==> src/rtl/pb_operand_sequencer.sv <==
// Pushbutton load sequencer: synchronizes and debounces a raw button, then turns each
// accepted press into one single-cycle load strobe in the order A, B, OP, then SHOW.
module pb_operand_sequencer #(
    parameter int DEBOUNCE_CYCLES = 100000,
    parameter int SYNC_STAGES     = 2
) (
    input  logic       clk,
    input  logic       rst,
    input  logic       btn_in,
    input  logic       clr,
    output logic       load_a,
    output logic       load_b,
    output logic       load_op,
    output logic [1:0] stage,
    output logic       result_valid
);

    localparam int                CNT_W    = $clog2(DEBOUNCE_CYCLES + 1);
    localparam logic [CNT_W-1:0]  CNT_LAST = CNT_W'(DEBOUNCE_CYCLES - 1);

    typedef enum logic [1:0] {
        ST_A    = 2'd0,
        ST_B    = 2'd1,
        ST_OP   = 2'd2,
        ST_SHOW = 2'd3
    } state_t;

    logic [SYNC_STAGES-1:0] sync_q;
    logic                   btn_sync;
    logic                   btn_db_q, btn_db_d;
    logic                   btn_db_prev_q;
    logic [CNT_W-1:0]       cnt_q, cnt_d;
    logic                   press;
    state_t                 state_q, state_d;
    logic                   load_a_q, load_a_d;
    logic                   load_b_q, load_b_d;
    logic                   load_op_q, load_op_d;
    logic                   rv_q, rv_d;

    always_ff @(posedge clk or negedge rst) begin
        if (!rst) begin
            sync_q <= '0;
        end else begin
            sync_q <= {sync_q[SYNC_STAGES-2:0], btn_in};
        end
    end

    assign btn_sync = sync_q[SYNC_STAGES-1];

    // Any sample agreeing with the accepted level restarts the stability count.
    always_comb begin
        btn_db_d = btn_db_q;
        cnt_d    = cnt_q;
        if (btn_sync == btn_db_q) begin
            cnt_d = '0;
        end else if (cnt_q == CNT_LAST) begin
            btn_db_d = btn_sync;
            cnt_d    = '0;
        end else begin
            cnt_d = cnt_q + CNT_W'(1);
        end
    end

    always_ff @(posedge clk or negedge rst) begin
        if (!rst) begin
            btn_db_q      <= 1'b0;
            btn_db_prev_q <= 1'b0;
            cnt_q         <= '0;
        end else begin
            btn_db_q      <= btn_db_d;
            btn_db_prev_q <= btn_db_q;
            cnt_q         <= cnt_d;
        end
    end

    assign press = btn_db_q & ~btn_db_prev_q;

    // clr wins over a coincident press; that press is dropped, not queued.
    always_comb begin
        state_d   = state_q;
        load_a_d  = 1'b0;
        load_b_d  = 1'b0;
        load_op_d = 1'b0;
        if (clr) begin
            state_d = ST_A;
        end else if (press) begin
            case (state_q)
                ST_A: begin
                    load_a_d = 1'b1;
                    state_d  = ST_B;
                end
                ST_B: begin
                    load_b_d = 1'b1;
                    state_d  = ST_OP;
                end
                ST_OP: begin
                    load_op_d = 1'b1;
                    state_d   = ST_SHOW;
                end
                ST_SHOW: begin
                    state_d = ST_A;
                end
            endcase
        end
        rv_d = (state_d == ST_SHOW);
    end

    always_ff @(posedge clk or negedge rst) begin
        if (!rst) begin
            state_q   <= ST_A;
            load_a_q  <= 1'b0;
            load_b_q  <= 1'b0;
            load_op_q <= 1'b0;
            rv_q      <= 1'b0;
        end else begin
            state_q   <= state_d;
            load_a_q  <= load_a_d;
            load_b_q  <= load_b_d;
            load_op_q <= load_op_d;
            rv_q      <= rv_d;
        end
    end

    assign load_a       = load_a_q;
    assign load_b       = load_b_q;
    assign load_op      = load_op_q;
    assign stage        = state_q;
    assign result_valid = rv_q;

endmodule
==> config.mk <==
export PLATFORM = sky130hd
export DESIGN_NAME = pb_operand_sequencer
export DESIGN_NICKNAME = d
export VERILOG_FILES = /design/src/rtl/pb_operand_sequencer.sv
export SDC_FILE = /design/constraint.sdc
export NUM_CORES = 1
export LEC_CHECK = 0
export CAP_MARGIN = 5
export CORE_ASPECT_RATIO = 0.9
export CORE_MARGIN = 8
export CORE_UTILIZATION = 40
export DETAILED_ROUTE_END_ITERATION = 8
export DONT_BUFFER_PORTS = 1
export PLACE_DENSITY = 0.61
export SLEW_MARGIN = 0
export SYNTH_ARGS = -nofsm -noshare
export SYNTH_HDL_FRONTEND = slang
export SYNTH_SLANG_ARGS = --single-unit
==> constraint.sdc <==
create_clock -name clk -period 2.3 [get_ports clk]
set_clock_uncertainty 0.15 [all_clocks]
set_input_delay 0.345 -clock clk [delete_from_list [all_inputs] [get_ports clk]]
set_output_delay 0.345 -clock clk [all_outputs]
set_load 0.01 [all_outputs]
==> qor.yml <==
drt:
  vias: 810
  avgRoutedWirePerCell_um: 13.0
  drc: 0
  ant_nets: 0
  drtPass1Iterations: 2
  drt_iter0_drc: 56
  vias_per_cell: 5.00
  drt-total-wl_um: 2100
power_and_ir_drop:
  peakVddDrop_uv: 417
  p_leak_nw: 0.559
  p_per_area_mw_per_mm2: 540
  power_mw: 0.733
grt:
  grt_pass1_wl_um: 3750
  grt_pass1_vias: 806
  grt_max_degree: 28
  antenna_found_initial: 0
  grtUsageTotal_pct: 9.58
  grt-ovfl-total: 0
floorplan:
  rows: 19
  io_pins: 10
  dieArea_mm2: 0.00514
  die_w_um: 74.7
  start_util_pct: 41.4
  core_mm2: 0.00300
  die_h_um: 68.8
clock_tree:
  path_clk_slew_ns: 0.15
  cts.path.max_buffers: 2
  post_cts_resized: 0
  cts.sinks: 27
  htreeDepth: 1
  cts_made_buffers: 3
  cts_tree: "done"
  cts_setup_buffers: 0
  cts-root-buf: "clkbuf_4"
  clk_latency_ns: 0.33
  cts_hold_buf: 4
sta:
  fmax_mhz: 493
  finalCriticalPeriod_ns: 2.03
  drv_slew: 0
  setup_viol: 0
  tightest_slew_ns: 0.314
  hold_viol_final: 0
  rsz0062_at_grt: "no"
  finalCritPeriodShare_pct: 88.2
  slew_headroom_pct: 78.9
  setup-tns-final_ns: 0
layout:
  layout-drive-gt1-share_pct: 7.50
  diodes: 0
  area_growth_pct: 9.49
  nets: 130
run_status:
  status: "finished, final reports clean"
critical_path:
  critPathRequiredTime_ns: 2.38
  crit_type: "reg -> reg"
  cp_data_arrival_time_ns: 2.11
  crit_start: "cnt_q[6]$_DFF_PN0_"
  r2r-start: "cnt_q[6]$_DFF_PN0_"
  r2r_setup_slack_ns: 0.27
  cp-end-kind: "flip-flop"
  worst_setup_path_start_kind: "flip-flop"
  cp_max_fo: 16
placement:
  hpwl_um: 1460
  port_buffers: 0
  place.gp.congestion: 0.783
synthesis:
  ys_types: 22
  synth-seq-area-share_pct: 54.5
  ys_ff_latch: 27
  synth_warnings: 0
  synthesis.nets: 122
  synthCells: 113
  synth.avg_cell_area_um2: 11.0
  synth_area_mm2: 0.00124
flow_run:
  maxCapViolations: 0
worst_hold_path:
  hold_path_class: "in -> reg"
  worstHoldStart: "clr"
layout make-up:
class | count | area (um^2)
fill | 297 | 1640
inverter | 3 | 11.3
timing repair buffer | 4 | 50.0
clock buffer | 3 | 22.5
sequential | 27 | 676
tap | 42 | 52.6
multi-input combinational | 82 | 537
clock inverter | 1 | 7.51
through the flow:
stage / hold slack (ns) / utilization [%] / worst slack [ns] / area, um^2 / cells
global placement: -0.0996 / 42.6 / 0.327 / 1280 / 154
floorplan: -0.101 / - / 0.402 / 1240 / 113
finish: 0.0599 / 45.3 / 0.272 / 1360 / 162
detailed placement: -0.0996 / 42.6 / 0.272 / 1280 / 154
global route: 0.0590 / 45.3 / 0.127 / 1360 / 162
CTS: 0.0512 / 45.3 / 0.243 / 1360 / 162
sequential cells by signal, indices dropped and copies added, names as in the netlist:
name,flops
load_b,1
load_a,1
result_valid,1
load_op,1
btn_db_q,1
cnt_q,17
stage,2
sync_q,2
btn_db_prev_q,1
cell families after synthesis:
logic type / Yosys count / share of synthesized area [%]
flops: 27 / 54.5
compound gates: 1 / 0.909
fa+ha+maj: 5 / 5.05
xor+xnor: 16 / 11.3
mux: 2 / 1.72
buf+inv: 4 / 2.12
simple gates: 58 / 24.3
metal layers:
layer  share of wire [%]  track usage, %
met1                  49            12.4
met2                  45            14.2
met3                 4.8            3.90
met4                 1.0            3.17
met5                   0               0
where the power goes:
group,switching [mW],internal [mW]
Sequential,0.00558,0.481
Clock,0.148,0.0667
Combinational,0.0192,0.0123
Total,0.173,0.560
cells in the mapped netlist, drive strengths merged:
cell / count / area (um^2)
nand4: 7 / 43.8
nor4: 7 / 50.1
nand2b: 1 / 6.26
nor2: 20 / 75.1
inv: 3 / 11.3
ha: 5 / 62.6
mux2i: 1 / 10.0
a41o: 1 / 11.3
and2: 4 / 25.0
nor3b: 1 / 7.51
buf: 1 / 15.0
or4b: 1 / 10.0
xor2: 5 / 43.8
dfrtp: 27 / 676
nor3: 5 / 25.0
xnor2: 11 / 96.3
and4: 1 / 8.76
and3: 1 / 7.51
nand3: 4 / 20.0
nand2: 6 / 22.5
mux2: 1 / 11.3
worst max-delay path, stage by stage, from the launching register on:
cell and delay, ns:
dfrtp_1 0.45, or4b_1 0.55, nor4_2 0.26, a41o_2 0.43
nor2_1 0.09
cell usage in the layout (no fill, tap or decap), types with 4 or more instances in the layout:
cell	Yosys	routed
nand4_1	7	7
nand2_1	6	6
nor4_1	6	6
nand3_1	4	4
and2_1	4	4
xor2_1	5	5
dfrtp_1	27	27
nor3_1	5	5
xnor2_1	11	11
nor2_1	20	20
ha_1	5	5
final timing paths:
path                       depth (start not counted)                  end
max                                                4  cnt_q[16]$_DFF_PN0_
min                                                2     load_b$_DFF_PN0_
max reg2reg                                        4  cnt_q[16]$_DFF_PN0_
min reg2reg                                        0  sync_q[1]$_DFF_PN0_
max in group asynchronous                          2   cnt_q[6]$_DFF_PN0_
min in group asynchronous                          2   cnt_q[0]$_DFF_PN0_
No activity file was read; power rests on OpenSTA's default activity.
==> RTL edit, RTL diff (config.mk and constraints unchanged) <==
Add an input register stage for `btn_in` and `clr`, without a reset; this delays them by one clock.
--- a/src/rtl/pb_operand_sequencer.sv
+++ b/src/rtl/pb_operand_sequencer.sv
@@ -25,6 +25,14 @@
         ST_SHOW = 2'd3
     } state_t;
 
+    logic btn_q;
+    logic clr_q;
+
+    always_ff @(posedge clk) begin
+        btn_q <= btn_in;
+        clr_q <= clr;
+    end
+
     logic [SYNC_STAGES-1:0] sync_q;
     logic                   btn_sync;
     logic                   btn_db_q, btn_db_d;
@@ -41,7 +49,7 @@
         if (!rst) begin
             sync_q <= '0;
         end else begin
-            sync_q <= {sync_q[SYNC_STAGES-2:0], btn_in};
+            sync_q <= {sync_q[SYNC_STAGES-2:0], btn_q};
         end
     end
 
@@ -81,7 +89,7 @@
         load_a_d  = 1'b0;
         load_b_d  = 1'b0;
         load_op_d = 1'b0;
-        if (clr) begin
+        if (clr_q) begin
             state_d = ST_A;
         end else if (press) begin
             case (state_q)
Formal check against the unedited RTL: same outputs for any inputs over 10 cycles, from zero or initial values and one cycle with rst low; that may be too few to reach the edited logic, so the function may still have changed.
==> RTL edit against the unedited design <==
Setup slack improved by 42 ps; via count rose by 7.3%; power rose by 28%; area after synthesis rose by 7.0%; cell count rose by 6.2%; wire length rose by 9.1%; count of clock-buffer cells in the layout rose by 4; hold slack improved by 120 ps; design area rose by 10%; fmax rose by 2.1%; sequential cell count rose by 2; critical endpoint is now cnt_q[10]; largest cell class unchanged.
==> RTL edit: results (changes against the unedited design) <==
[min_path]
worstHoldStart=btn_q  ; was clr
min_path_type=reg -> reg  ; was in -> reg
hold_path_depth=0  ; was 2
hold_end=sync_q[0]  ; was load_b

[cts]
clkSlewWorstSetupHoldPaths_ps=50  ; was 150 ps
postCtsSetupBuffers=0  ; unchanged
holdBufCountCts=4  ; unchanged
cts_buffers=5  ; was 3
clock_path_buffers=2  ; unchanged
clock_latency_ps=280  ; was 330 ps
cts-root-buf=clkbuf_8  ; was clkbuf_4
htree_levels=2  ; was 1

[layout]
nNetsFinal=136  ; was 130
largest_reg_flops=17  ; unchanged
layout.cells.non_filler=172  ; was 162
max_flop_register=cnt_q  ; unchanged
drive_gt1_share_pct=11.72  ; was 7.500%
diodes=0  ; unchanged
nFillCells=296  ; was 297

[place]
port_buffers=0  ; unchanged
gp_congestion=0.7830  ; was 0.7828
place_inst=160  ; was 154
post-dp-hpwl_um=1611  ; was 1464 um

[logic_synthesis]
ys_types=30  ; was 22
synth_common_cells=27 x dfrtp_1, 19 x nor2_1, 8 x xnor2_1  ; was 27 x dfrtp_1, 20 x nor2_1, 11 x xnor2_1
syn_nets=127  ; was 122
yosysSeqAreaShare_pct=54.01  ; was 54.55%
ys.flop_type=dfrtp_1  ; unchanged
syn_inst=118  ; was 113
async_flop_share_pct=93.10  ; was 100.0%
synth.top_cells.by_area=dfrtp_1 51%, nor2_1 5.4%, xnor2_1 5.3%, ha_1 4.7%, xor2_1 4.6%  ; was dfrtp_1 55%, xnor2_1 7.8%, nor2_1 6.1%, ha_1 5.1%, nand4_1 3.5%

[setup_path]
rr_worst_depth=5  ; was 4
arrival_ps=1970  ; was 2110 ps
rr_endpoint=cnt_q[10]  ; was cnt_q[16]
reg2reg_from=cnt_q[0]  ; was cnt_q[6]
cp_max_fo=15  ; was 16
r2r_setup_slack_ps=310  ; was 270 ps

[detailed_routing]
dr.pass1.iters=4  ; was 2
drt_iter0_markers=38  ; was 56
routedWlPerCell_um=13.34  ; was 12.99 um
avgViaCountPerCell=5.052  ; was 5.000

[global_route]
grt_max_degree=28  ; unchanged
grt_usage_pct=9.540  ; was 9.585%
antenna_found_initial=0  ; unchanged
grt_pass1_vias=887  ; was 806
grt_pass1_wl_um=4146  ; was 3753 um

[timing]
worst_pin_slew_ps=528.2  ; was 314.2 ps
fin_hold_ws_ps=177.4  ; was 59.91 ps

[power_and_ir_drop]
p_leak_nw=0.6361  ; was 0.5593 nW
ir_drop_v=0.0003130  ; was 0.0004172 V

[status]
status=completed  ; unchanged

[RTL edit: logic make-up (layout without fill, tap and decap cells)]
kind of cell               Yosys count  count (layout)  synth area share (%)
and+or+nand+nor                     61              61                 27.39
muxes                                1               1                0.8498
buffers and inverters                4              14                 1.700
DFF                                 29              29                 54.01
xor gates and xnor gates            15              15                 9.915
adders and majority gates            5               5                 4.721
AOI/OAI and AO/OA                    3               3                 1.416
[RTL edit: where the power goes]
group / internal, mW / switching (mW) / leakage [nW]
clock network: 0.211 / 0.174 / 0.0422
registers: 0.518 / 0.00712 / 0.387
logic: 0.0115 / 0.0176 / 0.207
total: 0.741 / 0.199 / 0.636
[RTL edit: worst max path at each step]
stage	end	depth (start not counted)	slack [ps]	startpoint
2_1_floorplan	cnt_q[11]	6	640	cnt_q[0]
3_3_place_gp	cnt_q[12]	5	410	cnt_q[0]
3_5_place_dp	cnt_q[6]	5	300	cnt_q[0]
4_1_cts	cnt_q[10]	5	310	cnt_q[0]
5_1_grt	cnt_q[11]	5	120	cnt_q[0]
6_report	cnt_q[10]	5	310	cnt_q[0]
[RTL edit: metal layers]
metal | vias up | global-route usage [%] | share of wire (%)
met5 | - | 0 | 0
met1 | 421 | 11.39 | 50
met4 | 0 | 5.117 | 1.9
met3 | 7 | 3.924 | 4.8
li1 | 424 | - | -
met2 | 17 | 14.33 | 44
[RTL edit: stage by stage]
stage / cell area (um^2) / setup WS (ps) / total power, mW
finish: 1496 / 313.5 / 0.9397
global placement: 1365 / 407.9 / 0.5471
CTS: 1496 / 308.2 / 0.9602
floorplan: 1325 / 639.2 / 0.5435
global route: 1496 / 123.0 / 0.9889
detailed placement: 1365 / 304.4 / 0.5470
[RTL edit: cell type report]
cell class | count | area (um^2) | share of cell area [%]
Clock buffer | 7 | 76.32 | 5.100
Clock inverter | 1 | 5.005 | 0.3344
Inverter | 2 | 7.507 | 0.5017
Multi-Input combinational cell | 85 | 586.8 | 39.21
Sequential cell | 29 | 715.7 | 47.83
Tap cell | 44 | 55.05 | 3.679
Timing Repair Buffer | 4 | 50.05 | 3.344
[RTL edit: critical path, stage by stage, from the launching register on]
cell and delay [ps]:
dfrtp_1 390, ha_1 240, nor4bb_1 290, nand4_1 200
nand2_1 460, nor2_1 110
